## src/rtl/ssd_pkg.sv

```systemverilog
// ==== ssd_pkg : shared constants and hex glyph table for the 7-segment scanner (rev 1.0) ====
`default_nettype none

package ssd_pkg;

  localparam int MAX_DIGITS = 8;
  localparam int NUM_PHASES = 16;

  // Active-low segment patterns, bit0 = a ... bit6 = g, indexed by nibble value.
  localparam logic [6:0] HEX_SEG [16] = '{
    7'h40, 7'h79, 7'h24, 7'h30, 7'h19, 7'h12, 7'h02, 7'h78,
    7'h00, 7'h10, 7'h08, 7'h03, 7'h46, 7'h21, 7'h06, 7'h0E
  };

endpackage

`default_nettype wire

```

## src/rtl/ssd_hex_decoder.sv

```systemverilog
// ==== ssd_hex_decoder : 4-bit nibble to active-low 7-segment glyph (rev 1.0) ====
`default_nettype none

module ssd_hex_decoder
  import ssd_pkg::*;
(
  input  logic [3:0] nibble,
  output logic [6:0] seg
);

  assign seg = HEX_SEG[nibble];

endmodule

`default_nettype wire

```

## src/rtl/ssd_scan_controller.sv

```systemverilog
// ==== ssd_scan_controller : multiplexed 7-segment scanner, PWM dimming, tear-free image load (rev 1.0) ====
`default_nettype none

module ssd_scan_controller
  import ssd_pkg::*;
#(
  parameter int NUM_DIGITS   = 8,
  parameter int DIGIT_PERIOD = 100_000,
  parameter int BRIGHT_BITS  = 4
) (
  input  logic                    clk,
  input  logic                    reset,
  input  logic                    load_valid,
  output logic                    load_ready,
  input  logic [4*NUM_DIGITS-1:0] load_digits,
  input  logic [NUM_DIGITS-1:0]   load_dp,
  input  logic [NUM_DIGITS-1:0]   load_blank,
  input  logic [BRIGHT_BITS-1:0]  brightness,
  output logic [NUM_DIGITS-1:0]   ssA,
  output logic [6:0]              ssC,
  output logic                    ssDP,
  output logic                    frame_done
);

  localparam int PHASE_LEN = DIGIT_PERIOD / NUM_PHASES;
  localparam int SUB_W     = (PHASE_LEN > 1) ? $clog2(PHASE_LEN) : 1;
  localparam int IDX_W     = (NUM_DIGITS > 1) ? $clog2(NUM_DIGITS) : 1;
  localparam int XIDX_W    = $clog2(MAX_DIGITS);
  localparam int PAD_W     = 4 * MAX_DIGITS;

  // The slot prescaler is held as (phase, sub_cnt): phase advances every PHASE_LEN cycles.
  logic [SUB_W-1:0]        sub_cnt;
  logic [3:0]              phase;
  logic [IDX_W-1:0]        idx;
  logic [BRIGHT_BITS-1:0]  bright_q;
  logic                    pend_full;
  logic [4*NUM_DIGITS-1:0] pend_digits, act_digits;
  logic [NUM_DIGITS-1:0]   pend_dp, pend_blank, act_dp, act_blank;

  logic                    phase_end, slot_end, slot_start, idx_last, wrap;
  logic [BRIGHT_BITS-1:0]  bright_eff;
  logic [XIDX_W-1:0]       idx_ext;
  logic [PAD_W-1:0]        digits_pad;
  logic [MAX_DIGITS-1:0]   dp_pad, blank_pad;
  logic [3:0]              nib;
  logic [6:0]              seg;
  logic [NUM_DIGITS-1:0]   anode_sel;

  assign phase_end  = (sub_cnt == SUB_W'(PHASE_LEN - 1));
  assign slot_end   = phase_end && (phase == 4'(NUM_PHASES - 1));
  assign slot_start = (sub_cnt == '0) && (phase == '0);
  assign idx_last   = (idx == IDX_W'(NUM_DIGITS - 1));
  assign wrap       = slot_end && idx_last;

  // Brightness is taken live on the first cycle of a slot and held for the rest of it.
  assign bright_eff = slot_start ? brightness : bright_q;

  assign idx_ext    = XIDX_W'(idx);
  assign digits_pad = PAD_W'(act_digits);
  assign dp_pad     = MAX_DIGITS'(act_dp);
  assign blank_pad  = MAX_DIGITS'(act_blank);
  assign nib        = digits_pad[4*idx_ext +: 4];
  assign anode_sel  = ~(NUM_DIGITS'(1) << idx);

  assign load_ready = ~pend_full;
  assign frame_done = wrap;

  ssd_hex_decoder u_dec (
    .nibble (nib),
    .seg    (seg)
  );

  always_ff @(posedge clk) begin
    if (reset) begin
      sub_cnt     <= '0;
      phase       <= '0;
      idx         <= '0;
      bright_q    <= '0;
      pend_full   <= 1'b0;
      pend_digits <= '0;
      pend_dp     <= '0;
      pend_blank  <= '0;
      act_digits  <= '0;
      act_dp      <= '0;
      act_blank   <= '1;
    end else begin
      sub_cnt <= phase_end ? '0 : sub_cnt + 1'b1;
      // 4-bit phase rolls 15 -> 0 on its own at the slot boundary.
      if (phase_end) phase <= phase + 1'b1;
      if (slot_end)  idx   <= idx_last ? '0 : idx + 1'b1;
      if (slot_start) bright_q <= brightness;

      if (wrap && pend_full) begin
        act_digits <= pend_digits;
        act_dp     <= pend_dp;
        act_blank  <= pend_blank;
        pend_full  <= 1'b0;
      end else if (load_valid && load_ready) begin
        pend_digits <= load_digits;
        pend_dp     <= load_dp;
        pend_blank  <= load_blank;
        pend_full   <= 1'b1;
      end
    end
  end

  always_ff @(posedge clk) begin
    if (reset) begin
      ssA  <= '1;
      ssC  <= 7'h7F;
      ssDP <= 1'b1;
    end else if (!blank_pad[idx_ext]) begin
      ssA  <= (phase <= bright_eff) ? anode_sel : '1;
      ssC  <= seg;
      ssDP <= ~dp_pad[idx_ext];
    end else begin
      ssA  <= '1;
      ssC  <= 7'h7F;
      ssDP <= 1'b1;
    end
  end

endmodule

`default_nettype wire

```

## config.mk

```make
export PLATFORM = sky130hd
export DESIGN_NAME = ssd_scan_controller
export DESIGN_NICKNAME = d
export VERILOG_FILES = /design/src/rtl/ssd_pkg.sv /design/src/rtl/ssd_hex_decoder.sv /design/src/rtl/ssd_scan_controller.sv
export SDC_FILE = /design/constraint.sdc
export NUM_CORES = 1
export LEC_CHECK = 0
export BUFFER_PORTS_ARGS = -buffer_cell sky130_fd_sc_hd__buf_2
export CAP_MARGIN = 25
export CORE_MARGIN = 2
export CORE_UTILIZATION = 47
export CTS_CLUSTER_SIZE = 14
export DETAILED_ROUTE_END_ITERATION = 6
export GPL_TIMING_DRIVEN = 0
export PLACE_DENSITY = 0.67
export SYNTH_ARGS = -nofsm -noshare
export SYNTH_HDL_FRONTEND = slang
export SYNTH_HIERARCHICAL = 1
export SYNTH_SLANG_ARGS = --single-unit
export TNS_END_PERCENT = 100
```

## constraint.sdc

```tcl
create_clock -name clk -period 3 [get_ports clk]
set_input_delay 0.15 -clock clk [delete_from_list [all_inputs] [get_ports clk]]
set_output_delay 0.15 -clock clk [all_outputs]
set_load 0.02 [all_outputs]
```

==> impl_metrics.tcl, run 1 <==
set metrics [dict create \
    totalWireLength_mm 15.91 \
    htreeDepth 4 \
    slew_violations 0 \
    avgViaCountPerCell 5.477 \
    syn_nets 773 \
    period_needed_ns 2.770 \
    drt_pass1_iterations 5 \
    drtAntennaViolNets 0 \
    portBuffers 72 \
    postCtsSetupRepairBufs 0 \
    ys_warn_count 6 \
    synth_xor_area_share_pct 1.753 \
    setup_viol_count_final 0 \
    syn_area_um2 5997 \
    final_area_um2 7724 \
    synthDistinctLibCells 46 \
    setup_tns_ns 0 \
    worstPathMaxFanout 10 \
    synth-adder-area-share_pct 4.590 \
    cts_tree "yes" \
    finalNetCount 911 \
    die_h_um 117.0 \
    antennaDiodeCount 0 \
    path_cells "ha_1 -> and3_1 -> buf_2 -> nand4_1 -> clkbuf_1 -> nor2_1 -> buf_2" \
    r2r_slack_ns 0.24 \
    crit_path_end "frame_done" \
    ys_seq_area_share_pct 45.73 \
    fillers 1118 \
    rows 41 \
    post_dp_cell_area_um2 6573 \
    fp.dieArea_um2 13680 \
    cts_buffers 17 \
    crit_family "simple AND/OR/NAND/NOR gates" \
    core_um2 12520 \
    cpPeakStageDelay_ns 0.43 \
    wire_per_inst_um 15.61 \
    slew_headroom_pct 57.97 \
    worstSetupPathType "reg -> out" \
    cts-root-buf "clkbuf_16" \
    synthTopCellsByArea "dfxtp_1, a21oi_1, nand2_1, nand4_1, ha_1" \
    ff_latch_area_um2 2743 \
    synthCells 696 \
    cp_slowest_cell "dfxtp_1" \
    drive_above_1_share_pct 16.65 \
    min_path_type "in -> reg" \
    clockBufferDepth 2 \
    hold_viol 0 \
    start_util_pct 47.91 \
    synth_top_cell_area_share_pct 45.73 \
    grt_pass1_vias 5481 \
    power_density_nw_per_um2 587.1 \
    dpl.hpwl_mm 11.15 \
    ys_top_cells_by_count "dfxtp_1, nand2_1, a21oi_1" \
    grt_pass1_wl_mm 25.71 \
    synth_simple_gate_area_share_pct 22.07 \
    synth.avg_cell_area_um2 8.616 \
    period_share_pct 92.33 \
    r2r_start "idx[1]$_SDFFE_PP0P_" \
    synth_flop_cell "dfxtp_1" \
    grt_util_all_layers_pct 24.43 \
    worstMarginPinSlew_ns 0.6305 \
    status "finished clean" \
    drt_iter0_markers 296 \
    crit_top_cell "buf_2" \
    cp-start-kind "register" \
    synth_compound_area_share_pct 14.81 \
    crit_buf_inv 3 \
    multi_input_area_um2 2938 \
    yosysMostFrequentCell "dfxtp_1" \
    clk_latency_ns 0.42 \
    reg2reg_depth 9 \
    r2r-end "ssC[3]$_SDFF_PP1_" \
    ios 73 \
    cp.required_ns 2.85 \
    clock.fmax_mhz 361.0 \
    remaining_drc_errors 0 \
    muxShareOfSynthArea_pct 5.758 \
    clkTransAtPathRegs_ns 0.06 \
    ir_worst_vdd_v 0.0004303 \
    maxCapViolCount 0 \
    fin_skew_ns 0.009146 \
    grt_max_degree 17 \
    area_growth_pct 28.79 \
    cp.depth 7 \
    rsz0062_at_grt "no" \
    cts.sinks 137 \
    synth_seq_cells 137 \
    worst_ep_arrival_time_ns 2.62 \
    cp-startpoint "phase[1]$_SDFFE_PP0P_" \
    synth-edff-count 0 \
    synth_area_leader_cell "dfxtp_1" \
    overflow 0 \
    synthArstFlopShare_pct 0 \
    power_mw 4.535 \
    die_width_um 117.0 \
    gp_congestion 0.8616 \
    endpoint_kind "output port" \
    grt_antenna_before_repair 0 \
    synth_top_family_by_area "simple AND/OR/NAND/NOR gates" \
    leakage_nw 2.812 \
    vias 5581 \
]
layout make-up:
type                    instances  area share (%)
plain buffers                  54           3.208
clock buffers                  19           5.864
clock inverters                13           2.884
inverters                      17          0.8262
multi-input cells             487           38.04
flip-flops and latches        137           35.51
well taps                     172           2.786
repair buffers                120           10.89
where the power goes:
group          total, mW  switching [mW]  internal, mW
Clock               2.38           0.783          1.60
Sequential          1.89          0.0288          1.87
Combinational      0.261           0.141         0.120
Total               4.53           0.953          3.58
layout by cell type, fill, tap and decap left out, drive strengths merged, types with 3 or more instances in the layout:
| master | count |
|---|---|
| xor2 | 4 |
| and4 | 3 |
| nor2b | 5 |
| and3 | 3 |
| or2 | 7 |
| or3 | 5 |
| mux4 | 12 |
| dfxtp | 137 |
| buf | 87 |
| bufinv | 6 |
| and2 | 6 |
| nor4 | 3 |
| ha | 22 |
| dlygate4sd3 | 48 |
| nand2 | 124 |
| a21oi | 100 |
| o21ai | 52 |
| mux2i | 6 |
| inv | 15 |
| nand4 | 62 |
| nor2 | 21 |
| xnor2 | 8 |
| nor3 | 4 |
| o31ai | 8 |
| nand3 | 18 |
| clkbuf | 58 |
| clkinvlp | 3 |
| clkinv | 6 |
routing by layer:
| layer | share of wire (%) | routed length, µm | global-route usage (%) | vias up |
|---|---|---|---|---|
| met3 | 4.6 | 734 | 5.098 | 30 |
| met4 | 2.1 | 333 | 10.90 | 0 |
| li1 | - | - | - | 2740 |
| met2 | 49 | 7840 | 41.54 | 174 |
| met5 | 0 | 0 | 0 | - |
| met1 | 44 | 7002 | 29.95 | 2637 |
sequential cells by signal, summed over array words and instances (netlist names):
signal	count
phase	4
pend_dp	8
act_dp	8
act_blank	8
pend_full	1
ssA	8
pend_digits	32
bright_q	4
sub_cnt	13
idx	3
act_digits	32
ssC	7
pend_blank	8
ssDP	1
worst register-to-register path, stage by stage, from the launching register on:
cell	delay, ns
dfxtp_1	0.47
buf_2	0.34
mux4_2	0.29
nand2_1	0.07
nand2_1	0.20
inv_1	0.15
ha_1	0.33
inv_1	0.04
mux4_1	0.47
or2_2	0.29
through the flow:
step	setup WS, ns	util (%)	hold WS, ns	std cells
final	0.2302	61.71	0.01805	1019
after detailed placement	0.004983	52.51	0.3967	940
after CTS	0.2277	61.71	0.01325	1019
after global placement	0.08567	52.51	0.3913	940
after global routing	0.05997	61.71	0.04685	1019
after floorplan	0.3768	-	0.2757	696
worst min-delay path by stage:
stage | cells after the start | from | endpoint
3_5_place_dp | 3 | load_dp[6] | pend_dp[6]$_SDFFE_PP0P_
5_1_grt | 3 | brightness[0] | bright_q[0]$_SDFF_PP0_
3_3_place_gp | 3 | load_dp[6] | pend_dp[6]$_SDFFE_PP0P_
6_report | 3 | load_digits[26] | pend_digits[26]$_SDFFE_PP0P_
2_1_floorplan | 2 | reset | ssA[3]$_SDFF_PP1_
4_1_cts | 3 | load_digits[26] | pend_digits[26]$_SDFFE_PP0P_
cell families (layout without fill, tap and decap cells):
| group | Yosys count | count (layout) |
|---|---|---|
| and+or+nand+nor | 268 | 268 |
| AOI/OAI and AO/OA | 166 | 166 |
| DFF | 137 | 137 |
| buffers and inverters | 72 | 223 |
| adders and majority gates | 22 | 22 |
| muxes | 19 | 19 |
| xor gates and xnor gates | 12 | 12 |
what timing repair did:
action | in CTS | in global routing
gates resized for setup | 0 | 0
hold buffers | 48 | 0
hold endpoints to repair | 48 | 0
setup endpoints to repair | 1 | 0
(Power assumes the default switching activity.)
==> run 2: changes to the inputs <==
--- a/config.mk
+++ b/config.mk
@@ -15,6 +15,5 @@
 export PLACE_DENSITY = 0.67
 export SYNTH_ARGS = -nofsm -noshare
 export SYNTH_HDL_FRONTEND = slang
-export SYNTH_HIERARCHICAL = 1
 export SYNTH_SLANG_ARGS = --single-unit
 export TNS_END_PERCENT = 100
==> impl_metrics.tcl, run 2 <==
set metrics [dict create \
    status "finished clean" \
    die_width_um 113.7 \
    drive_above_1_share_pct 17.35 \
    dpl.hpwl_mm 9.300 \
    area_growth_pct 28.99 \
    synthArstFlopShare_pct 0 \
    overflow 0 \
    ir_worst_vdd_v 0.0003295 \
    cts.sinks 137 \
    worstSetupPathType "reg -> reg" \
    grt_util_all_layers_pct 21.86 \
    fin_skew_ns 0.009899 \
    core_um2 11860 \
    antennaDiodeCount 0 \
    wire_per_inst_um 14.00 \
    synthDistinctLibCells 47 \
    worst_ep_arrival_time_ns 3.10 \
    avgViaCountPerCell 5.093 \
    cts-root-buf "clkbuf_16" \
    min_path_type "in -> reg" \
    cp-start-kind "register" \
    synthCells 656 \
    synth-edff-count 0 \
    endpoint_kind "register" \
    syn_nets 732 \
    clk_latency_ns 0.43 \
    start_util_pct 47.71 \
    clockBufferDepth 2 \
    drt_iter0_markers 216 \
    leakage_nw 2.895 \
    finalNetCount 870 \
    grt_antenna_before_repair 0 \
    period_share_pct 93.69 \
    period_needed_ns 2.811 \
    grt_pass1_wl_mm 21.89 \
    yosysMostFrequentCell "nand2_1" \
    synth_top_cell_area_share_pct 48.46 \
    postCtsSetupRepairBufs 0 \
    multi_input_area_um2 2680 \
    htreeDepth 4 \
    ys_seq_area_share_pct 48.46 \
    layout_commonest_cell "nand2_1" \
    pre_cts_ws_ns -0.03495 \
    fin_ws_ns 0.1892 \
    fillers 1053 \
    synth_flop_cell "dfxtp_1" \
    gp_congestion 0.8532 \
    worstPathMaxFanout 8 \
    synth_area_leader_cell "dfxtp_1" \
    path_cells "nor4_4 -> nand4_1 -> nor3_4 -> mux2i_1 -> ha_1 -> nor2b_1 -> o21a_1 -> o21a_1 -> o21ai_2 -> nand4_1" \
    slew_headroom_pct 60.01 \
    ys_top_cells_by_count "nand2_1, dfxtp_1, a21oi_1" \
    hold_viol 0 \
    synthTopCellsByArea "dfxtp_1, nand2_1, a21oi_1, ha_1, mux4_2" \
    drtAntennaViolNets 0 \
    cp_slowest_cell "dfxtp_1" \
    cpPeakStageDelay_ns 0.38 \
    crit_buf_inv 0 \
    ff_latch_area_um2 2743 \
    maxCapViolCount 0 \
    ios 73 \
    grt_pass1_vias 4701 \
    power_density_nw_per_um2 587.0 \
    portBuffers 72 \
    remaining_drc_errors 0 \
    die_h_um 113.7 \
    worstMarginPinSlew_ns 0.5999 \
    fp.dieArea_um2 12930 \
    setup_viol_count_final 0 \
    totalWireLength_mm 13.36 \
    crit_family "simple AND/OR/NAND/NOR gates" \
    grt_max_degree 17 \
    top_regs "act_digits: 32 flops, pend_digits: 32 flops, sub_cnt: 13 flops" \
    synth.avg_cell_area_um2 8.627 \
    cts_tree "yes" \
    vias 4859 \
    clock.fmax_mhz 355.8 \
    slew_violations 0 \
    ys_warn_count 0 \
    rsz0062_at_grt "no" \
    drt_pass1_iterations 5 \
    rows 40 \
    setup_tns_ns 0 \
    cts_buffers 17 \
    clkTransAtPathRegs_ns 0.06 \
    layout_common_cells "nand2_1, dfxtp_1, a21oi_1, buf_2, dlygate4sd3_1" \
    synth_seq_cells 137 \
    syn_area_um2 5659 \
    cp.required_ns 3.29 \
]
run 2: cell count changes after synthesis, sizes merged, moves of 12 or more:
cell / previous run / this run
nand4: 62 / 12
nand3: 18 / 6
nand2: 124 / 210
clkbuf: 39 / 22
o21ai: 52 / 7
run 2: cell families after synthesis:
group | count (synthesis) | share of synthesized area (%)
xor+xnor | 10 | 1.548
mux | 26 | 6.876
buf+inv | 53 | 4.422
fa+ha+maj | 21 | 4.643
flops | 137 | 48.46
compound gates | 122 | 11.98
simple gates | 287 | 22.07
run 2: path summary, 6_finish.rpt:
path                            end               startpoint  slack, ns  cells after the start
max               ssA[0]$_SDFF_PP1_    sub_cnt[2]$_SDFF_PP0_       0.19                     10
min          pend_full$_SDFFE_PP0P_               load_valid       0.01                      3
max reg2reg       ssA[0]$_SDFF_PP1_    sub_cnt[2]$_SDFF_PP0_       0.19                     10
min reg2reg  act_dp[7]$_SDFFE_PP0P_  pend_dp[7]$_SDFFE_PP0P_       0.45                      2
run 2: area by class of cell:
class	instances	share of cell area [%]
plain buffers	40	2.760
inverters	13	0.6685
flip-flops and latches	137	37.57
repair buffers	119	11.38
well taps	147	2.520
clock buffers	18	6.016
clock inverters	14	2.365
multi-input cells	466	36.72
run 2: timing repair:
item | 4_1_cts | 5_1_grt
hold endpoints to repair | 47 | 0
hold buffers | 47 | 0
resized for setup | 1 | 2
endpoints found under the setup margin | 7 | 12
cloned | 0 | 0
run 2: layer usage:
layer  track usage (%)  wire, µm  up-vias  part of all wire (%)
met2             36.61      6520      117                    49
li1                  -         -     2480                     -
met1             27.11      6059     2245                    45
met3             5.739       593       17                   4.4
met4             8.455       184        0                   1.4
met5                 0         0        -                     0
run 2: metrics by stage:
step	total power, mW	hold WS [ns]	cell area, µm²	instances	utilization, %
3_3_place_gp	2.129	0.3907	6203	875	52.30
4_1_cts	4.310	0.001421	7292	954	61.48
2_1_floorplan	2.055	0.2682	5659	656	-
6_report	4.285	0.01395	7300	954	61.54
3_5_place_dp	2.139	0.3968	6203	875	52.30
5_1_grt	4.434	0.02277	7300	954	61.54
run 2: worst register-to-register path, cell delays in order, from the launching register on:
cell and delay [ns]:
dfxtp_1 0.38, nor4_4 0.37, nand4_1 0.20, nor3_4 0.28, mux2i_1 0.31, ha_1 0.28, nor2b_1 0.13, o21a_1 0.16
o21a_1 0.17, o21ai_2 0.25, nand4_1 0.14
run 2: where the power goes:
group          internal [mW]  switching (mW)  leakage, nW  total, mW
Sequential              1.87          0.0287         1.11       1.89
Combinational          0.125           0.131         1.50      0.255
Clock                   1.33           0.805        0.285       2.13
